**src/rtl/di_na_wb_arbiter.sv**
```systemverilog
// Round-robin arbiter that lets NUM_REQ Wishbone write requesters share one NI port.
// Each grant holds for a whole packet. The arbiter raises an error pulse on an ack timeout.

module di_na_wb_arbiter_lane #(
    parameter int DW = 32
) (
    input  logic          sel,
    input  logic [31:0]   adr,
    input  logic [DW-1:0] dat,
    input  logic          stb,
    input  logic          cyc,
    input  logic          wb_ack,
    input  logic          wb_err,
    input  logic          tmo,
    output logic          s_ack,
    output logic          s_err,
    output logic [DW+33:0] m_req
);
    // Each lane contributes to the shared bus only while it holds the grant, so the
    // top level can combine all lanes with a plain OR.
    assign s_ack = sel & wb_ack;
    assign s_err = sel & (wb_err | tmo);
    assign m_req = sel ? {adr, dat, stb, cyc} : '0;
endmodule

module di_na_wb_arbiter #(
    parameter int NUM_REQ        = 2,
    parameter int NOC_FLIT_WIDTH = 32,
    parameter int TIMEOUT        = 255,
    localparam int GW            = (NUM_REQ > 1) ? $clog2(NUM_REQ) : 1
) (
    input  logic                                clk,
    input  logic                                rst_n,
    input  logic [NUM_REQ-1:0]                  req,
    output logic [NUM_REQ-1:0]                  enable,
    input  logic [NUM_REQ*32-1:0]               s_adr_i,
    input  logic [NUM_REQ*NOC_FLIT_WIDTH-1:0]   s_dat_i,
    input  logic [NUM_REQ-1:0]                  s_stb_i,
    input  logic [NUM_REQ-1:0]                  s_cyc_i,
    output logic [NUM_REQ-1:0]                  s_ack_o,
    output logic [NUM_REQ-1:0]                  s_err_o,
    output logic [31:0]                         wb_adr_o,
    output logic [NOC_FLIT_WIDTH-1:0]           wb_dat_o,
    output logic                                wb_stb_o,
    output logic                                wb_cyc_o,
    input  logic                                wb_ack_i,
    input  logic                                wb_err_i,
    output logic [GW-1:0]                       grant_id
);
    typedef enum logic [1:0] {IDLE, GRANT, RELEASE} state_t;

    typedef struct packed {
        logic [31:0]               adr;
        logic [NOC_FLIT_WIDTH-1:0] dat;
        logic                      stb;
        logic                      cyc;
    } wb_req_t;

    state_t        state;
    logic [GW-1:0] last_grant;
    logic [GW-1:0] next_id;
    logic [GW-1:0] cand;
    logic          found;
    logic          armed;
    logic [15:0]   tcnt;
    logic [15:0]   tcnt_nxt;
    logic          stall;
    logic          tmo;
    logic          dropping;
    wb_req_t       lane_req [NUM_REQ];
    wb_req_t       m_req;

    // Search upward from the requester after last_grant, wrapping modulo NUM_REQ.
    always_comb begin
        next_id = last_grant;
        found   = 1'b0;
        cand    = last_grant;
        for (int i = 0; i < NUM_REQ; i++) begin
            cand = (int'(cand) == NUM_REQ - 1) ? '0 : cand + GW'(1);
            if (!found && req[cand]) begin
                found   = 1'b1;
                next_id = cand;
            end
        end
    end

    assign dropping = (state == GRANT) && !req[grant_id];
    assign stall    = (state == GRANT) && wb_stb_o && wb_cyc_o && !wb_ack_i;
    // The pulse fires on the stalled cycle that brings the stall count up to TIMEOUT.
    assign tmo      = stall && (({1'b0, tcnt} + 17'd1) == 17'(TIMEOUT));

    always_comb begin
        tcnt_nxt = tcnt + 16'd1;
        if (!stall || tmo || dropping)
            tcnt_nxt = '0;
    end

    // armed gates the first grant out to the second edge after reset release.
    always_ff @(posedge clk or negedge rst_n) begin
        if (!rst_n) begin
            state      <= IDLE;
            last_grant <= GW'(NUM_REQ - 1);
            grant_id   <= '0;
            enable     <= '0;
            armed      <= 1'b0;
            tcnt       <= '0;
        end else begin
            armed <= 1'b1;
            tcnt  <= tcnt_nxt;
            case (state)
                IDLE: begin
                    if (armed && found) begin
                        state      <= GRANT;
                        grant_id   <= next_id;
                        last_grant <= next_id;
                        enable     <= NUM_REQ'(1) << next_id;
                    end
                end
                GRANT: begin
                    if (dropping) begin
                        state  <= RELEASE;
                        enable <= '0;
                    end
                end
                RELEASE: state <= IDLE;
                default: begin
                    state  <= IDLE;
                    enable <= '0;
                end
            endcase
        end
    end

    // enable doubles as the per-lane select, so reset clears the bus without a clock edge.
    for (genvar k = 0; k < NUM_REQ; k++) begin : g_lane
        di_na_wb_arbiter_lane #(.DW(NOC_FLIT_WIDTH)) u_lane (
            .sel    (enable[k]),
            .adr    (s_adr_i[k*32 +: 32]),
            .dat    (s_dat_i[k*NOC_FLIT_WIDTH +: NOC_FLIT_WIDTH]),
            .stb    (s_stb_i[k]),
            .cyc    (s_cyc_i[k]),
            .wb_ack (wb_ack_i),
            .wb_err (wb_err_i),
            .tmo    (tmo),
            .s_ack  (s_ack_o[k]),
            .s_err  (s_err_o[k]),
            .m_req  (lane_req[k])
        );
    end

    always_comb begin
        m_req = '0;
        for (int k = 0; k < NUM_REQ; k++)
            m_req = wb_req_t'(m_req | lane_req[k]);
    end

    assign wb_adr_o = m_req.adr;
    assign wb_dat_o = m_req.dat;
    assign wb_stb_o = m_req.stb;
    assign wb_cyc_o = m_req.cyc;
endmodule

```
**config.mk**
```make
export PLATFORM = sky130hd
export DESIGN_NAME = di_na_wb_arbiter
export DESIGN_NICKNAME = d
export VERILOG_FILES = /design/src/rtl/di_na_wb_arbiter.sv
export SDC_FILE = /design/constraint.sdc
export NUM_CORES = 1
export LEC_CHECK = 0
export BUFFER_PORTS_ARGS = -buffer_cell sky130_fd_sc_hd__buf_2
export CAP_MARGIN = 25
export CORE_AREA = 2 2 90 92
export CTS_CLUSTER_SIZE = 30
export DETAILED_ROUTE_END_ITERATION = 10
export DIE_AREA = 0 0 92 94
export PLACE_DENSITY_LB_ADDON = 0.2
export SYNTH_ARGS = -nofsm -noshare
export SYNTH_HDL_FRONTEND = slang
export SYNTH_HIERARCHICAL = 1
export SYNTH_SLANG_ARGS = --single-unit
```
**constraint.sdc**
```tcl
create_clock -name clk -period 3 [get_ports clk]
set_input_delay 0.6 -clock clk [delete_from_list [all_inputs] [get_ports clk]]
set_output_delay 0.6 -clock clk [all_outputs]
set_load 0.05 [all_outputs]
```
==> results.yml, run 1 <==
synth:
  yosysTopAreaCellShare_pct: 30.84
  synth.mux.area_fraction_pct: 1.096
  syn_avg_cell_area_um2: 7.629
  yosysMostFrequentCell: "and2_1"
  synth_top_family_by_area: "simple AND/OR/NAND/NOR gates"
  ys.flop_type: "dfrtp_1"
  synth_nets: 499
  synth_adder_area_share_pct: 0.9137
  synth_edf_count: 0
  yosysTopAreaCell: "and2_1"
  ys_types: 49
  syn_inst: 359
  synth_compound_area_share_pct: 9.228
  synthSimpleGateAreaFrac_pct: 58.57
  synthTopCellsByCount: "and2_1, or2_2, dfrtp_1"
  synthXorXnorAreaFrac_pct: 3.837
  synth-async-reset-ratio_pct: 100.0
  seq_area_frac_synth_pct: 21.06
  synth_warnings: 6
  syn_area_um2: 2739
  synth-seq-cells: 23
  ys_top_cells_by_area: "and2_1, dfrtp_1, or2_2"
worst_setup_path:
  crit_chain: "ha_4 -> nand4_4 -> or3_4 -> or4b_4 -> a2bb2oi_4 -> and3b_2 -> o21a_2 -> buf_8"
  crit_slowest_cell: "or4b_4"
  cp_num_buf_inv: 1
  r2r-end: "tcnt[7]"
  ff2ff_path_depth: 7
  start_kind: "flip-flop"
  cp.arrival_ps: 2390
  worst-path-max-fanout: 2
  critical-path-top-delay-family: "simple AND/OR/NAND/NOR gates"
  end_kind: "output pin"
  worst-setup-path-type: "reg -> out"
  reg2reg_from: "tcnt[0]"
  required_ps: 2400
  slowest_delay_ps: 500
  ff2ff_setup_slack_ps: 990
job:
  cap_violations: 0
clock_network:
  h-tree-depth: 1
  tritoncts: "done"
  clockRootBuffer: "clkbuf_8"
  clock_sinks: 23
  post_cts_buffers: 0
  path_clk_slew_ps: 80
  clk_path_buf_depth: 2
  cts-hold-fix-buffers: 0
  numCtsBuffers: 3
  clkLatencyLatePin_ps: 270
cells_and_area:
  fillers: 771
  final_util_pct: 52.35
  nets: 707
  instances_no_fill: 668
  syn_to_final_growth_pct: 45.41
  diodes: 0
  drive_gt1_share_pct: 54.77
floorplanning:
  ios: 211
  rows: 32
  die_area_um2: 8648
  die_height_um: 94
  start_util_pct: 36.00
  core_um2: 7607
  fp.dieW_um: 92
routing:
  via_per_inst: 4.524
  vias: 3022
  wire_per_inst_um: 13.16
  wirelength_um: 8790
  drcViolationCount: 0
  first_pass_iters: 4
  drt-initial-drc-count: 97
  drt.antenna.violating_nets: 0
min_path:
  hold_class: "in -> async"
sta:
  hold_slack_ps: 296.5
  min_period_over_period_pct: 99.67
  skew_ps: 2.164
  grt_setup_unrepaired: "true"
  slew_violations: 0
  fmax_ghz: 0.3344
  period_minus_slack_ps: 2990
  worst_pin_slew_ps: 524.8
  slew_headroom_pct: 65.02
  hold_viol: 0
  setup_viol: 0
power:
  peakVddDrop_v: 0.0005715
  p_per_area_nw_per_um2: 782.2
  leakage_uw: 0.002221
placement:
  dp_hpwl_um: 7142
  dp.cells: 664
  gp_congestion: 0.9101
  port_buffers: 210
grt:
  grt_max_degree: 66
  grt_pass1_vias: 2787
  grt_overflow: 0
  grt_pass1_wl_um: 13370
  grt_antenna_before_repair: 0
  grt_usage_pct: 19.11
status:
  outcome: "completed"
==> what timing repair did <==
action | in CTS | in global routing
gates resized for setup | 9 | 2
pin swaps | 5 | 2
setup endpoints to repair | 2 | 2
hold endpoints to repair | 0 | 0
==> cells by family (layout without fill, tap and decap cells) <==
group / count (synthesis) / in the layout
mux: 3 / 3
buf+inv: 24 / 231
compound gates: 33 / 33
xor+xnor: 12 / 12
fa+ha+maj: 2 / 2
simple gates: 261 / 261
flops: 23 / 23
other cells: 1 / 1
==> layout by cell type, fill, tap and decap left out, types with 2 or more instances in the layout <==
master    count
clkbuf_8      3
dfrtp_1      21
nor3_1        2
buf_8         2
xnor2_1       7
nand3_1       7
nor2_1       19
buf_4        14
o211ai_1      2
o21a_2        2
or2_2        68
inv_1         3
buf_2       208
o31a_1        2
nor4_1        2
xor2_1        5
a211oi_1      9
mux2i_1       3
nor2b_1       2
nand4_1       3
o21ai_0       4
and2_1      135
nand2_1       9
and4_1        2
a21oi_1       4
==> final cells by class <==
class | instances | area, um^2 | share of cell area [%]
Clock buffer | 3 | 41.29 | 1.037
Clock inverter | 1 | 5.005 | 0.1257
Sequential cell | 23 | 578.1 | 14.51
Multi-Input combinational cell | 312 | 2043 | 51.30
Inverter | 3 | 11.26 | 0.2828
Timing Repair Buffer | 224 | 1176 | 29.53
Tap cell | 102 | 127.6 | 3.205
==> flip-flops by register name (all words and copies together), names as in the netlist <==
signal      cells
grant_id        1
tcnt           16
armed           1
enable          2
state           2
last_grant      1
==> stage by stage <==
step | total power [uW] | TNS [ps] | cell area, um^2 | setup slack [ps]
6_report | 3115 | 0 | 3983 | 9.936
5_1_grt | 3293 | -174.8 | 3983 | -91.45
4_1_cts | 3145 | -19.68 | 3975 | -12.59
3_5_place_dp | 2923 | 0 | 3895 | 143.5
3_3_place_gp | 2903 | 0 | 3895 | 159.3
2_1_floorplan | 2425 | -100.3 | 2741 | -50.17
==> layer usage <==
layer / global-route usage [%] / up-vias / part of all wire [%]
li1: - / 1569 / -
met1: 23.15 / 1339 / 41
met2: 32.48 / 106 / 47
met3: 7.624 / 8 / 11
met4: 3.358 / 0 / 0.92
met5: 0 / - / 0
==> power breakdown <==
group          switching [uW]  internal [uW]  leakage [uW]
clock                     104           92.8     0.0000255
sequential               37.1            351      0.000308
combinational            1800            735       0.00189
==> how the worst max path moves through the flow <==
stage / start / to / cells after the start
2_1_floorplan: tcnt[1] / s_err_o[0] / 8
3_3_place_gp: tcnt[0] / s_err_o[0] / 8
3_5_place_dp: tcnt[1] / s_err_o[0] / 8
4_1_cts: tcnt[1] / s_err_o[0] / 8
5_1_grt: tcnt[0] / s_err_o[0] / 8
6_report: tcnt[0] / s_err_o[0] / 8
(Power assumes the default switching activity.)
==> run 2: changes to the inputs <==
Settings changed: CTS_CLUSTER_SIZE 30 to 40, MAX_ROUTING_LAYER set to met4.
==> results.yml, run 2 (same netlist as run 1, synthesis figures left out) <==
routing:
  drt.antenna.violating_nets: 0
  drt-initial-drc-count: 89
  vias: 3019
  wirelength_um: 8809
  first_pass_iters: 4
  via_per_inst: 4.519
  wire_per_inst_um: 13.19
  drcViolationCount: 0
cells_and_area:
  final_cell_mix: "buf_2, and2_1, or2_2"
  nets: 707
  mostFrequentLayoutCell: "buf_2"
  instances_no_fill: 668
  regMostFlops: "tcnt"
  syn_to_final_growth_pct: 45.41
  drive_gt1_share_pct: 54.77
  reg_top3: "tcnt (16), enable (2), state (2)"
  largest_reg_flops: 16
  diodes: 0
worst_setup_path:
  r2r-end: "tcnt[7]"
  reg2reg_from: "tcnt[0]"
  end_kind: "output pin"
  start_kind: "flip-flop"
  ff2ff_path_depth: 7
  cp-startpoint: "tcnt[0]"
  cp.arrival_ps: 2390
  ff2ff_setup_slack_ps: 990
  worst-path-max-fanout: 2
  endpoint: "s_err_o[0]"
  worst-setup-path-type: "reg -> out"
  required_ps: 2400
grt:
  grt_usage_pct: 19.62
  grt_pass1_wl_um: 13380
  grt_pass1_vias: 2777
  grt_antenna_before_repair: 0
  grt_overflow: 0
  grt_max_degree: 66
job:
  cap_violations: 0
floorplanning:
  ios: 211
  die_height_um: 94
  rows: 32
  fp.dieW_um: 92
  core_um2: 7607
  die_area_um2: 8648
  start_util_pct: 36.00
sta:
  slew_headroom_pct: 64.93
  fmax_ghz: 0.3350
  hold_viol: 0
  setup_tns_ps: 0
  worst_pin_slew_ps: 526.1
  setup_viol: 0
  skew_ps: 2.043
  period_minus_slack_ps: 2985
  slew_violations: 0
  grt_setup_unrepaired: "true"
  min_period_over_period_pct: 99.51
clock_network:
  h-tree-depth: 1
  clock_sinks: 23
  clk_path_buf_depth: 2
  path_clk_slew_ps: 80
  clockRootBuffer: "clkbuf_8"
  cts-hold-fix-buffers: 0
  numCtsBuffers: 3
  tritoncts: "done"
  clkLatencyLatePin_ps: 270
placement:
  port_buffers: 210
  dp_hpwl_um: 7142
  dp.cells: 664
  gp_congestion: 0.9259
power:
  swShare_pct: 62.18
  leakage_uw: 0.002221
  power_uw: 3117
  peakVddDrop_v: 0.0005723
  p_seq_share_pct: 12.4
  power.internal_uw: 1179
  p_comb_share_pct: 81.2
  clkPwrFrac_pct: 6.3
  p_per_area_nw_per_um2: 782.5
  power_switching_uw: 1938
min_path:
  hold_class: "in -> async"
status:
  outcome: "completed"
run 2: cell counts in the layout (fill, tap and decap cells not counted):
Identical to the previous run, type by type.
run 2: what timing repair did:
| action | 4_1_cts | 5_1_grt |
|---|---|---|
| gates resized for setup | 9 | 2 |
| setup buffers | 0 | 0 |
| pin swaps | 5 | 2 |
| setup endpoints to repair | 2 | 2 |
run 2: critical path, stage by stage, from the launching register on:
cell and delay (ps):
dfrtp_1 390, ha_4 160, nand4_4 100, or3_4 340, or4b_4 500, a2bb2oi_4 130, and3b_2 210, o21a_2 130
buf_8 140
run 2: worst min path at each step:
stage | startpoint | to | slack (ps) | depth (start not counted)
finish | rst_n | tcnt[0] | 300 | 1
detailed placement | armed | last_grant | 520 | 1
CTS | rst_n | tcnt[5] | 310 | 1
global placement | armed | last_grant | 470 | 1
floorplan | rst_n | armed | 300 | 0
global route | rst_n | tcnt[5] | 330 | 1
run 2: per-layer routing:
metal  GRT usage (%)  part of all wire [%]  up-vias
met5               -                     0        -
met4           3.358                  0.98        0
met3           7.624                    10        8
met2           32.54                    47       96
met1           23.05                    42     1346
li1                -                     -     1569
run 2: metrics by stage:
stage	cell area, um^2	util, %	hold slack [ps]	worst slack (ps)
2_1_floorplan	2741	-	304.4	-50.17
3_3_place_gp	3895	51.20	467.5	159.3
3_5_place_dp	3895	51.20	515.6	143.5
4_1_cts	3975	52.25	313.6	-12.59
5_1_grt	3983	52.35	327.1	-91.45
6_report	3983	52.35	297.2	14.70
run 2: layout make-up:
type,instances,area (um^2)
repair buffers,224,1176
fillers,771,3625
flip-flops and latches,23,578.1
well taps,102,127.6
inverters,3,11.26
clock inverters,1,5.005
multi-input cells,312,2043
clock buffers,3,41.29
run 2: power by group through the flow:
| stage | clock network (uW) | logic (uW) | registers [uW] |
|---|---|---|---|
| final | 197 | 2530 | 388 |
| after global placement | 0 | 2510 | 393 |
| after global routing | 219 | 2680 | 397 |
| after floorplan | 0 | 1980 | 446 |
| after CTS | 203 | 2550 | 390 |
| after detailed placement | 0 | 2530 | 396 |
==> run 3: changes to the inputs <==
Settings changed: PLACE_DENSITY set to 0.84, PLACE_DENSITY_LB_ADDON 0.2 to not set.
==> results.yml, run 3 (same netlist as run 1, synthesis figures left out) <==
power:
  peakVddDrop_v: 0.0005044
  p_comb_share_pct: 81.2
  leakage_uw: 0.002218
  clkPwrFrac_pct: 6.1
  power_switching_uw: 1934
  power.internal_uw: 1179
  power_uw: 3113
  p_per_area_nw_per_um2: 782.5
  p_seq_share_pct: 12.7
  swShare_pct: 62.13
sta:
  slew_headroom_pct: 65.86
  period_minus_slack_ps: 2984
  slew_violations: 0
  grt_setup_unrepaired: "true"
  skew_ps: 2.775
  hold_viol: 0
  hold_slack_ps: 298.7
  worst_pin_slew_ps: 512.1
  setup_viol: 0
  fmax_ghz: 0.3351
  min_period_over_period_pct: 99.47
placement:
  gp_congestion: 0.9329
  port_buffers: 210
  dpl_cell_area_um2: 3880
  dp.cells: 662
  dp_hpwl_um: 7231
cells_and_area:
  reg_top3: "tcnt (16), enable (2), state (2)"
  final_cell_mix: "buf_2, and2_1, or2_2"
  regMostFlops: "tcnt"
  final_util_pct: 52.29
  mostFrequentLayoutCell: "buf_2"
  fin_area_um2: 3978
  instances_no_fill: 668
  diodes: 0
  syn_to_final_growth_pct: 45.23
  drive_gt1_share_pct: 54.77
  largest_reg_flops: 16
  nets: 707
clock_network:
  path_clk_slew_ps: 80
  clockRootBuffer: "clkbuf_8"
  clkLatencyLatePin_ps: 260
  numCtsBuffers: 3
  h-tree-depth: 1
  clock_sinks: 23
  tritoncts: "done"
  clk_path_buf_depth: 2
floorplanning:
  rows: 32
  die_area_um2: 8648
  start_util_pct: 36.00
  ios: 211
  core_um2: 7607
  die_height_um: 94
  fp.dieW_um: 92
routing:
  drt-initial-drc-count: 77
  wirelength_um: 8798
  vias: 3024
  drcViolationCount: 0
  drt.antenna.violating_nets: 0
  first_pass_iters: 4
  via_per_inst: 4.527
  wire_per_inst_um: 13.17
worst_setup_path:
  worst-setup-path-type: "reg -> out"
  crit_slowest_cell: "or4b_4"
  required_ps: 2400
  slowest_delay_ps: 500
  start_kind: "flip-flop"
  cp.arrival_ps: 2380
  end_kind: "output pin"
  crit_chain: "ha_4 -> nand4_4 -> or3_4 -> or4b_4 -> a2bb2oi_4 -> and3b_2 -> o21a_2 -> buf_8"
  worst-path-max-fanout: 2
min_path:
  hold_class: "in -> async"
grt:
  grt_antenna_before_repair: 0
  grt_overflow: 0
  grt_pass1_vias: 2918
  grt_pass1_wl_um: 13770
  grt_usage_pct: 20.14
  grt_max_degree: 69
status:
  outcome: "completed"
job:
  cap_violations: 0
-- run 3: worst max-delay path: cells and delay by family, from the launching register on --
kind	cells	cell delay, ps
adder cells (fa/ha/maj)	1	160
AO/OA/AOI/OAI	2	280
AND/OR/NAND/NOR	4	1150
flip-flops	1	390
buffers and inverters	1	140
-- run 3: area by class of cell --
type | instances | area, um^2
Clock inverter | 1 | 5.005
Sequential cell | 23 | 579.3
Multi-Input combinational cell | 312 | 2037
Inverter | 3 | 11.26
Tap cell | 102 | 127.6
Fill cell | 724 | 3630
Clock buffer | 3 | 41.29
Timing Repair Buffer | 224 | 1176
-- run 3: power groups by stage --
stage | sequential, uW | combinational (uW) | clock (uW)
3_5_place_dp | 400 | 2510 | 0
4_1_cts | 394 | 2540 | 198
2_1_floorplan | 446 | 1980 | 0
5_1_grt | 401 | 2670 | 210
3_3_place_gp | 398 | 2490 | 0
6_report | 395 | 2530 | 191
-- run 3: worst paths after layout --
check | startpoint | to | slack [ps] | cells after the start
setup / recovery | tcnt[1] | s_err_o[0] | 20 | 8
hold / removal | rst_n | tcnt[11] | 300 | 1
min in group clk | armed | last_grant | 490 | 1
hold reg to reg | armed | last_grant | 490 | 1
max in group asynchronous | rst_n | tcnt[8] | 2330 | 1
setup reg to reg | tcnt[1] | tcnt[0] | 910 | 8
-- run 3: routing by layer --
layer | vias up | part of all wire, % | global-route usage [%]
li1 | 1566 | - | -
met2 | 94 | 50 | 36.58
met3 | 12 | 7.1 | 4.575
met1 | 1352 | 42 | 22.95
met5 | - | 0 | -
met4 | 0 | 1.3 | 3.856
-- run 3: timing repair --
item	in CTS	in global routing
pin swaps	4	0
buffers inserted	0	2
gates cloned	0	0
endpoints found under the setup margin	2	2
gates resized for setup	8	3
hold buffers	0	0
-- run 3: stage by stage --
stage | worst slack, ps | TNS (ps)
final | 15.83 | 0
after floorplan | -50.17 | -100.3
after global routing | -54.08 | -107.9
after global placement | 157.3 | 0
after CTS | 5.418 | 0
after detailed placement | 147.9 | 0
